[config.mk]
export PLATFORM = sky130hd
export DESIGN_NAME = div_arbiter_flat
export DESIGN_NICKNAME = d
export VERILOG_FILES = /design/src/rtl/div_arbiter_if.sv /design/src/rtl/div_arbiter.sv /design/src/flat_wrapper.sv
export SDC_FILE = /design/constraint.sdc
export NUM_CORES = 1
export LEC_CHECK = 0
export BUFFER_PORTS_ARGS = -buffer_cell sky130_fd_sc_hd__buf_2
export CAP_MARGIN = 40
export CORE_ASPECT_RATIO = 0.7
export CORE_MARGIN = 3
export CORE_UTILIZATION = 48
export CTS_CLUSTER_SIZE = 16
export DETAILED_ROUTE_END_ITERATION = 8
export GPL_TIMING_DRIVEN = 0
export PLACE_DENSITY = 0.95
export SLEW_MARGIN = 20
export SYNTH_ARGS = -nofsm -noshare
export SYNTH_HDL_FRONTEND = slang
export SYNTH_SLANG_ARGS = --single-unit
export TNS_END_PERCENT = 100
[constraint.sdc]
create_clock -name clk -period 3.1 [get_ports clk]
set_clock_uncertainty 0.2 [all_clocks]
set_input_delay 0 -clock clk [delete_from_list [all_inputs] [get_ports clk]]
set_output_delay 0 -clock clk [all_outputs]
set_load 0.05 [all_outputs]
[src/rtl/div_arbiter_if.sv]
//==============================================================================
// Module  : div_arbiter_if
// Purpose : Requester, response and divider-side signals of div_arbiter.
// Revision: 1.0 - initial release
//==============================================================================
`default_nettype none

interface div_arbiter_if #(
    parameter int WIDTH = 32
);
    logic             req0_valid;
    logic             req0_ready;
    logic [WIDTH-1:0] req0_a;
    logic [WIDTH-1:0] req0_b;
    logic             req0_signctl;
    logic             req0_rem;

    logic             req1_valid;
    logic             req1_ready;
    logic [WIDTH-1:0] req1_a;
    logic [WIDTH-1:0] req1_b;
    logic             req1_signctl;
    logic             req1_rem;

    logic             rsp_valid;
    logic             rsp_id;
    logic [WIDTH-1:0] rsp_data;
    logic             rsp_err;

    logic [WIDTH-1:0] div_a;
    logic [WIDTH-1:0] div_b;
    logic             div_signctl;
    logic             div_remainder_out;
    logic             div_rst;
    logic [WIDTH-1:0] div_dout;
    logic             div_drdy;

    // Arbiter side
    modport slave (
        input  req0_valid, req0_a, req0_b, req0_signctl, req0_rem,
        input  req1_valid, req1_a, req1_b, req1_signctl, req1_rem,
        input  div_dout, div_drdy,
        output req0_ready, req1_ready,
        output rsp_valid, rsp_id, rsp_data, rsp_err,
        output div_a, div_b, div_signctl, div_remainder_out, div_rst
    );

    // Requester / divider environment side
    modport master (
        output req0_valid, req0_a, req0_b, req0_signctl, req0_rem,
        output req1_valid, req1_a, req1_b, req1_signctl, req1_rem,
        output div_dout, div_drdy,
        input  req0_ready, req1_ready,
        input  rsp_valid, rsp_id, rsp_data, rsp_err,
        input  div_a, div_b, div_signctl, div_remainder_out, div_rst
    );
endinterface

`default_nettype wire

[src/rtl/div_arbiter.sv]
//==============================================================================
// Module  : div_arbiter
// Purpose : Round-robin two-port sequencer for the shared iterative divider.
// Revision: 1.0 - initial release
//==============================================================================
`default_nettype none

module div_arbiter #(
    parameter int WIDTH   = 32,
    parameter int TIMEOUT = 64
) (
    input  wire logic   clk,
    input  wire logic   rst_n,
    div_arbiter_if.slave bus
);

    localparam int                c_TMR_W    = (TIMEOUT > 1) ? $clog2(TIMEOUT) : 1;
    localparam logic [c_TMR_W-1:0] c_TMR_LAST = c_TMR_W'(TIMEOUT - 1);

    typedef enum logic [1:0] {
        S_IDLE  = 2'd0,
        S_CLEAR = 2'd1,
        S_WAIT  = 2'd2,
        S_RESP  = 2'd3
    } state_t;

    state_t             r_state;
    state_t             w_next;

    logic               r_prio;
    logic               r_owner;
    logic [WIDTH-1:0]   r_a;
    logic [WIDTH-1:0]   r_b;
    logic               r_sign;
    logic               r_rem;
    logic [c_TMR_W-1:0] r_timer;
    logic               r_rsp_id;
    logic [WIDTH-1:0]   r_rsp_data;
    logic               r_rsp_err;

    logic               w_any;
    logic               w_grant;
    logic               w_timeout;

    assign w_any     = bus.req0_valid | bus.req1_valid;
    // Contention resolves to r_prio; otherwise req1_valid alone names the winner
    assign w_grant   = (bus.req0_valid & bus.req1_valid) ? r_prio : bus.req1_valid;
    assign w_timeout = (r_timer == c_TMR_LAST);

    always_ff @(posedge clk or negedge rst_n) begin
        if (!rst_n) begin
            r_state <= S_IDLE;
        end else begin
            r_state <= w_next;
        end
    end

    always_comb begin
        w_next = r_state;
        case (r_state)
            S_IDLE:  if (w_any) w_next = S_CLEAR;
            S_CLEAR: w_next = S_WAIT;
            S_WAIT:  if (bus.div_drdy || w_timeout) w_next = S_RESP;
            S_RESP:  w_next = S_IDLE;
            default: w_next = S_IDLE;
        endcase
    end

    always_ff @(posedge clk or negedge rst_n) begin
        if (!rst_n) begin
            r_prio     <= 1'b0;
            r_owner    <= 1'b0;
            r_a        <= '0;
            r_b        <= '0;
            r_sign     <= 1'b0;
            r_rem      <= 1'b0;
            r_timer    <= '0;
            r_rsp_id   <= 1'b0;
            r_rsp_data <= '0;
            r_rsp_err  <= 1'b0;
        end else begin
            case (r_state)
                S_IDLE: begin
                    if (w_any) begin
                        r_owner <= w_grant;
                        r_a     <= w_grant ? bus.req1_a       : bus.req0_a;
                        r_b     <= w_grant ? bus.req1_b       : bus.req0_b;
                        r_sign  <= w_grant ? bus.req1_signctl : bus.req0_signctl;
                        r_rem   <= w_grant ? bus.req1_rem     : bus.req0_rem;
                    end
                end
                S_CLEAR: begin
                    r_timer <= '0;
                end
                S_WAIT: begin
                    r_timer <= r_timer + 1'b1;
                    if (bus.div_drdy) begin
                        r_rsp_data <= bus.div_dout;
                        r_rsp_err  <= 1'b0;
                        r_rsp_id   <= r_owner;
                    end else if (w_timeout) begin
                        r_rsp_data <= '0;
                        r_rsp_err  <= 1'b1;
                        r_rsp_id   <= r_owner;
                    end
                end
                S_RESP: begin
                    r_prio <= ~r_owner;
                end
                default: ;
            endcase
        end
    end

    // Ready is gated by rst_n so a held request is never acknowledged during reset
    assign bus.req0_ready        = rst_n & (r_state == S_IDLE) & w_any & ~w_grant;
    assign bus.req1_ready        = rst_n & (r_state == S_IDLE) & w_any &  w_grant;

    assign bus.rsp_valid         = (r_state == S_RESP);
    assign bus.rsp_id            = r_rsp_id;
    assign bus.rsp_data          = r_rsp_data;
    assign bus.rsp_err           = r_rsp_err;

    assign bus.div_a             = r_a;
    assign bus.div_b             = r_b;
    assign bus.div_signctl       = r_sign;
    assign bus.div_remainder_out = r_rem;
    assign bus.div_rst           = (r_state != S_WAIT);

endmodule

`default_nettype wire

[src/flat_wrapper.sv]
// flat-port wrapper written by rule: the top's interface ports become plain ports
module div_arbiter_flat 
#(
    parameter int WIDTH   = 32,
    parameter int TIMEOUT = 64
)
  (clk, rst_n, bus_req0_valid, bus_req0_a, bus_req0_b, bus_req0_signctl, bus_req0_rem, bus_req1_valid, bus_req1_a, bus_req1_b, bus_req1_signctl, bus_req1_rem, bus_div_dout, bus_div_drdy, bus_req0_ready, bus_req1_ready, bus_rsp_valid, bus_rsp_id, bus_rsp_data, bus_rsp_err, bus_div_a, bus_div_b, bus_div_signctl, bus_div_remainder_out, bus_div_rst);
  div_arbiter_if #(.WIDTH(WIDTH)) bus_i ();
  input  wire logic clk;
  input  wire logic rst_n;
  input wire logic [$bits(bus_i.req0_valid)-1:0] bus_req0_valid;
  input wire logic [$bits(bus_i.req0_a)-1:0] bus_req0_a;
  input wire logic [$bits(bus_i.req0_b)-1:0] bus_req0_b;
  input wire logic [$bits(bus_i.req0_signctl)-1:0] bus_req0_signctl;
  input wire logic [$bits(bus_i.req0_rem)-1:0] bus_req0_rem;
  input wire logic [$bits(bus_i.req1_valid)-1:0] bus_req1_valid;
  input wire logic [$bits(bus_i.req1_a)-1:0] bus_req1_a;
  input wire logic [$bits(bus_i.req1_b)-1:0] bus_req1_b;
  input wire logic [$bits(bus_i.req1_signctl)-1:0] bus_req1_signctl;
  input wire logic [$bits(bus_i.req1_rem)-1:0] bus_req1_rem;
  input wire logic [$bits(bus_i.div_dout)-1:0] bus_div_dout;
  input wire logic [$bits(bus_i.div_drdy)-1:0] bus_div_drdy;
  output wire logic [$bits(bus_i.req0_ready)-1:0] bus_req0_ready;
  output wire logic [$bits(bus_i.req1_ready)-1:0] bus_req1_ready;
  output wire logic [$bits(bus_i.rsp_valid)-1:0] bus_rsp_valid;
  output wire logic [$bits(bus_i.rsp_id)-1:0] bus_rsp_id;
  output wire logic [$bits(bus_i.rsp_data)-1:0] bus_rsp_data;
  output wire logic [$bits(bus_i.rsp_err)-1:0] bus_rsp_err;
  output wire logic [$bits(bus_i.div_a)-1:0] bus_div_a;
  output wire logic [$bits(bus_i.div_b)-1:0] bus_div_b;
  output wire logic [$bits(bus_i.div_signctl)-1:0] bus_div_signctl;
  output wire logic [$bits(bus_i.div_remainder_out)-1:0] bus_div_remainder_out;
  output wire logic [$bits(bus_i.div_rst)-1:0] bus_div_rst;
  assign bus_i.req0_valid = bus_req0_valid;
  assign bus_i.req0_a = bus_req0_a;
  assign bus_i.req0_b = bus_req0_b;
  assign bus_i.req0_signctl = bus_req0_signctl;
  assign bus_i.req0_rem = bus_req0_rem;
  assign bus_i.req1_valid = bus_req1_valid;
  assign bus_i.req1_a = bus_req1_a;
  assign bus_i.req1_b = bus_req1_b;
  assign bus_i.req1_signctl = bus_req1_signctl;
  assign bus_i.req1_rem = bus_req1_rem;
  assign bus_i.div_dout = bus_div_dout;
  assign bus_i.div_drdy = bus_div_drdy;
  assign bus_req0_ready = bus_i.req0_ready;
  assign bus_req1_ready = bus_i.req1_ready;
  assign bus_rsp_valid = bus_i.rsp_valid;
  assign bus_rsp_id = bus_i.rsp_id;
  assign bus_rsp_data = bus_i.rsp_data;
  assign bus_rsp_err = bus_i.rsp_err;
  assign bus_div_a = bus_i.div_a;
  assign bus_div_b = bus_i.div_b;
  assign bus_div_signctl = bus_i.div_signctl;
  assign bus_div_remainder_out = bus_i.div_remainder_out;
  assign bus_div_rst = bus_i.div_rst;
  div_arbiter #(.WIDTH(WIDTH), .TIMEOUT(TIMEOUT)) u_core (.clk(clk), .rst_n(rst_n), .bus(bus_i));
endmodule
==> flow_summary.ini, run 1 <==
[floorplan]
rows = 29
die_x_um = 125.2
ios = 273
start_util_pct = 50.99
die_y_um = 89.44

[clock_tree]
cts_resized = 0
cts_inserted_buffers = 9
numClockSinks = 110
cts_hold_buffers = 168
h-tree-depth = 3
cts-root-buf = clkbuf_16
clk_path_buf_depth = 2
postCtsSetupBuffers = 0

[synthesis]
synth_edf_count = 0
synth.distinct_cells = 29
yosysSeqAreaShare_pct = 57.67
synth-seq-cells = 110
synth_top_cells_by_area = dfrtp_1 58%, mux2i_1 14%, a22o_1 6.1%, nand2_1 5.6%, o21ai_0 5.6%
async_flop_share_pct = 100.0
synth_cells = 425
synth_area_leader_cell = dfrtp_1
synthFlopType = dfrtp_1
syn_nets = 599
avgSynthCellArea_um2 = 11.23
synth_top_area_share_pct = 57.67
synth_warnings = 0
yosys-top-cells-count = 110 x dfrtp_1, 71 x nand2_1, 66 x mux2i_1
synth_most_common_cell = dfrtp_1
syn_area_um2 = 4773

[place]
dp_hpwl_um = 11800
gp_congestion = 0.8899
io_buffers = 272

[outcome]
stop_error = [ERROR RSZ-0060] Max buffer count reached.
haltStage = 4_1_cts
run_status = stopped before the end
## cell families after synthesis
| group | after synthesis | synth area share [%] |
|---|---|---|
| compound gates | 114 | 14.99 |
| flops | 110 | 57.67 |
| simple gates | 87 | 7.392 |
| mux | 68 | 14.31 |
| buf+inv | 40 | 4.141 |
| fa+ha+maj | 5 | 1.311 |
| xor+xnor | 1 | 0.1835 |
## metrics by stage
step | std cells | util (%) | setup slack (ns) | area, µm²
detailed placement | 822 | 67.55 | 0.9324 | 6324
global placement | 821 | 67.19 | 0.4867 | 6290
floorplan | 425 | - | 1.115 | 4773
==> run 2: changes to the inputs <==
- CORE_ASPECT_RATIO: 0.7 -> unset
- CORE_UTILIZATION: 48 -> 40
- CTS_CLUSTER_SIZE: 16 -> unset
- PLACE_DENSITY: 0.95 -> unset
- PLACE_DENSITY_LB_ADDON: unset -> 0.15
==> run 2 against run 1 <==
The run now ends clean. Area after synthesis is the same. Synthesized cell count unchanged.
==> flow_summary.ini, run 2 <==
[power_and_ir_drop]
intPower_w = 0.004087
power_density_nw_per_um2 = 1022
vdd_drop_max_v = 0.0005751
leakage_nw = 4.434
pwr-share-seq_pct = 28.8
p_sw_w = 0.004458
sw_frac_of_total_pct = 52.17
comb_power_share_pct = 58.1
finalPower_w = 0.008545
clkPwrFrac_pct = 13.1

[synthesis]
synth_edf_count = 0
syn_nets = 599
synth_warnings = 0
synth_area_leader_cell = dfrtp_1
yosysSeqAreaShare_pct = 57.67
synth-seq-cells = 110
avgSynthCellArea_um2 = 11.23
synth_cells = 425
syn_area_um2 = 4773
synth_most_common_cell = dfrtp_1
synth_top_area_share_pct = 57.67
synth.distinct_cells = 29
synthFlopType = dfrtp_1
yosys-top-cells-count = 110 x dfrtp_1, 71 x nand2_1, 66 x mux2i_1
synth_top_cells_by_area = dfrtp_1 58%, mux2i_1 14%, a22o_1 6.1%, nand2_1 5.6%, o21ai_0 5.6%
async_flop_share_pct = 100.0

[finish]
synthToLayoutAreaGrowth_pct = 75.20
final_common_cell = buf_2
antenna_cells = 0
fill_cells = 836
final_cells = 1028
finalNetCount = 1054
final_cell_mix = 279 x buf_2, 170 x dlygate4sd3_1, 110 x dfrtp_1
drive_above_1_share_pct = 35.14

[grt]
track_usage_pct = 25.37
grt_antenna_before_repair = 0
grt_pass1_vias = 5388
grt_pass1_wl_um = 26430
grt-ovfl-total = 0
grt_max_degree = 79

[worst_hold_path]
min_path_cells = 4
hp-start = bus_req0_valid
min_path_type = input pin to register
whs_endpoint = u_core.r_state[0]

[floorplan]
rows = 39
core_um2 = 11560
die_area_um2 = 13280
die_y_um = 115.2
ios = 273
start_util_pct = 41.27
die_x_um = 115.2

[setup_path]
rr_endpoint = u_core.bus.div_b[11]
crit_type = register to register
reg2reg_depth = 6
rrSetupSlack_ns = 0.78
cp.required_ns = 3.10
crit_arrival_ns = 2.32
r2r-start = u_core.r_prio
startpoint_type = register
crit_fanout = 10
crit_path_end_kind = register
crit_start = u_core.r_prio

[timing]
setup_tns_ns = 0
finalSetupViolCount = 0
final_max_slew_viol_count = 0
post-route-min-period_ns = 2.319
hold_viol = 0
slew_headroom_pct = 63.78
fin_crit_sh_pct = 74.81
rsz0062_at_grt = false
worstMarginPinSlew_ns = 0.5433
max_freq_ghz = 0.4312

[routing]
postRouteAntennaNets = 0
routed_wl_um = 16970
vias = 5014
dr.pass1.iters = 5
wl_per_cell_um = 16.51
drt-initial-drc-count = 236
post-route-drc-count = 0
avgViaCountPerCell = 4.877

[place]
dp_hpwl_um = 11060
dp.cells = 841
io_buffers = 272
gp_congestion = 0.7818

[outcome]
run_status = completed

[run]
cap_violations = 0

[clock_tree]
cts_inserted_buffers = 9
cts_tree = built
cts_hold_buffers = 171
clkLatencyLatePin_ns = 0.33
numClockSinks = 110
h-tree-depth = 3
cts-root-buf = clkbuf_16
clk_path_buf_depth = 2
postCtsSetupBuffers = 0
cts_resized = 0
clk_pin_slew_ns = 0.07
## run 2: cell counts after synthesis
No cell type changed its count.
## run 2: kinds of logic after synthesis
kind of cell               share of synthesized area [%]
muxes                                              14.31
AOI/OAI and AO/OA                                  14.99
xor gates and xnor gates                          0.1835
and+or+nand+nor                                    7.392
adders and majority gates                          1.311
buffers and inverters                              4.141
DFF                                                57.67
## run 2: layout make-up
class	instances	area (µm²)	share of cell area, %
timing repair buffer	444	3117	37.27
multi-input combinational	275	1823	21.80
buffer	30	160.2	1.915
tap	143	178.9	2.139
sequential	110	2753	32.91
clock buffer	11	252.7	3.022
clock inverter	5	41.29	0.4937
inverter	10	37.54	0.4488
## run 2: worst max path at each step
stage,to,cells past startpoint,slack (ns)
floorplan,bus_req0_ready,6,1.12
global placement,bus_req1_ready,3,0.37
detailed placement,u_core.bus.rsp_data[26],7,1.02
CTS,bus_req0_ready,7,0.74
global route,bus_req0_ready,7,0.59
finish,u_core.bus.div_b[11],6,0.78
## run 2: worst max-delay path: stages (launching register included)
cell	delay [ns]
dfrtp_1	0.39
o21ai_2	0.29
buf_6	0.23
buf_6	0.19
mux2i_1	0.22
dlygate4sd3_1	0.59
o21ai_1	0.06
## run 2: power by group through the flow
stage	Sequential, W	Combinational (W)	Clock, W
floorplan	0.00463	0.00123	0
global placement	0.00245	0.00459	0
detailed placement	0.00247	0.00467	0
CTS	0.00245	0.00497	0.00116
global route	0.00254	0.00526	0.00121
finish	0.00246	0.00496	0.00112
## run 2: per-stage QoR
step / hold WS [ns] / util [%] / worst slack [ns] / area (µm²)
6_report: 0.01570 / 72.31 / 0.7809 / 8363
5_1_grt: 0.01540 / 72.31 / 0.5935 / 8363
4_1_cts: 0.01550 / 72.31 / 0.7380 / 8363
3_5_place_dp: -0.2867 / 54.88 / 1.021 / 6347
3_3_place_gp: 0.02621 / 54.59 / 0.3660 / 6314
2_1_floorplan: -0.4956 / - / 1.115 / 4773
## run 2: per-layer routing
metal | global-route usage (%) | routed length (µm) | vias up | part of all wire (%)
li1 | - | - | 2398 | -
met1 | 29.20 | 6506 | 2366 | 38
met4 | 10.02 | 534 | 0 | 3.1
met3 | 4.579 | 904 | 47 | 5.3
met2 | 46.49 | 9023 | 203 | 53
met5 | 0 | 0 | - | 0
Note: power is estimated with default switching activity, not from simulation.
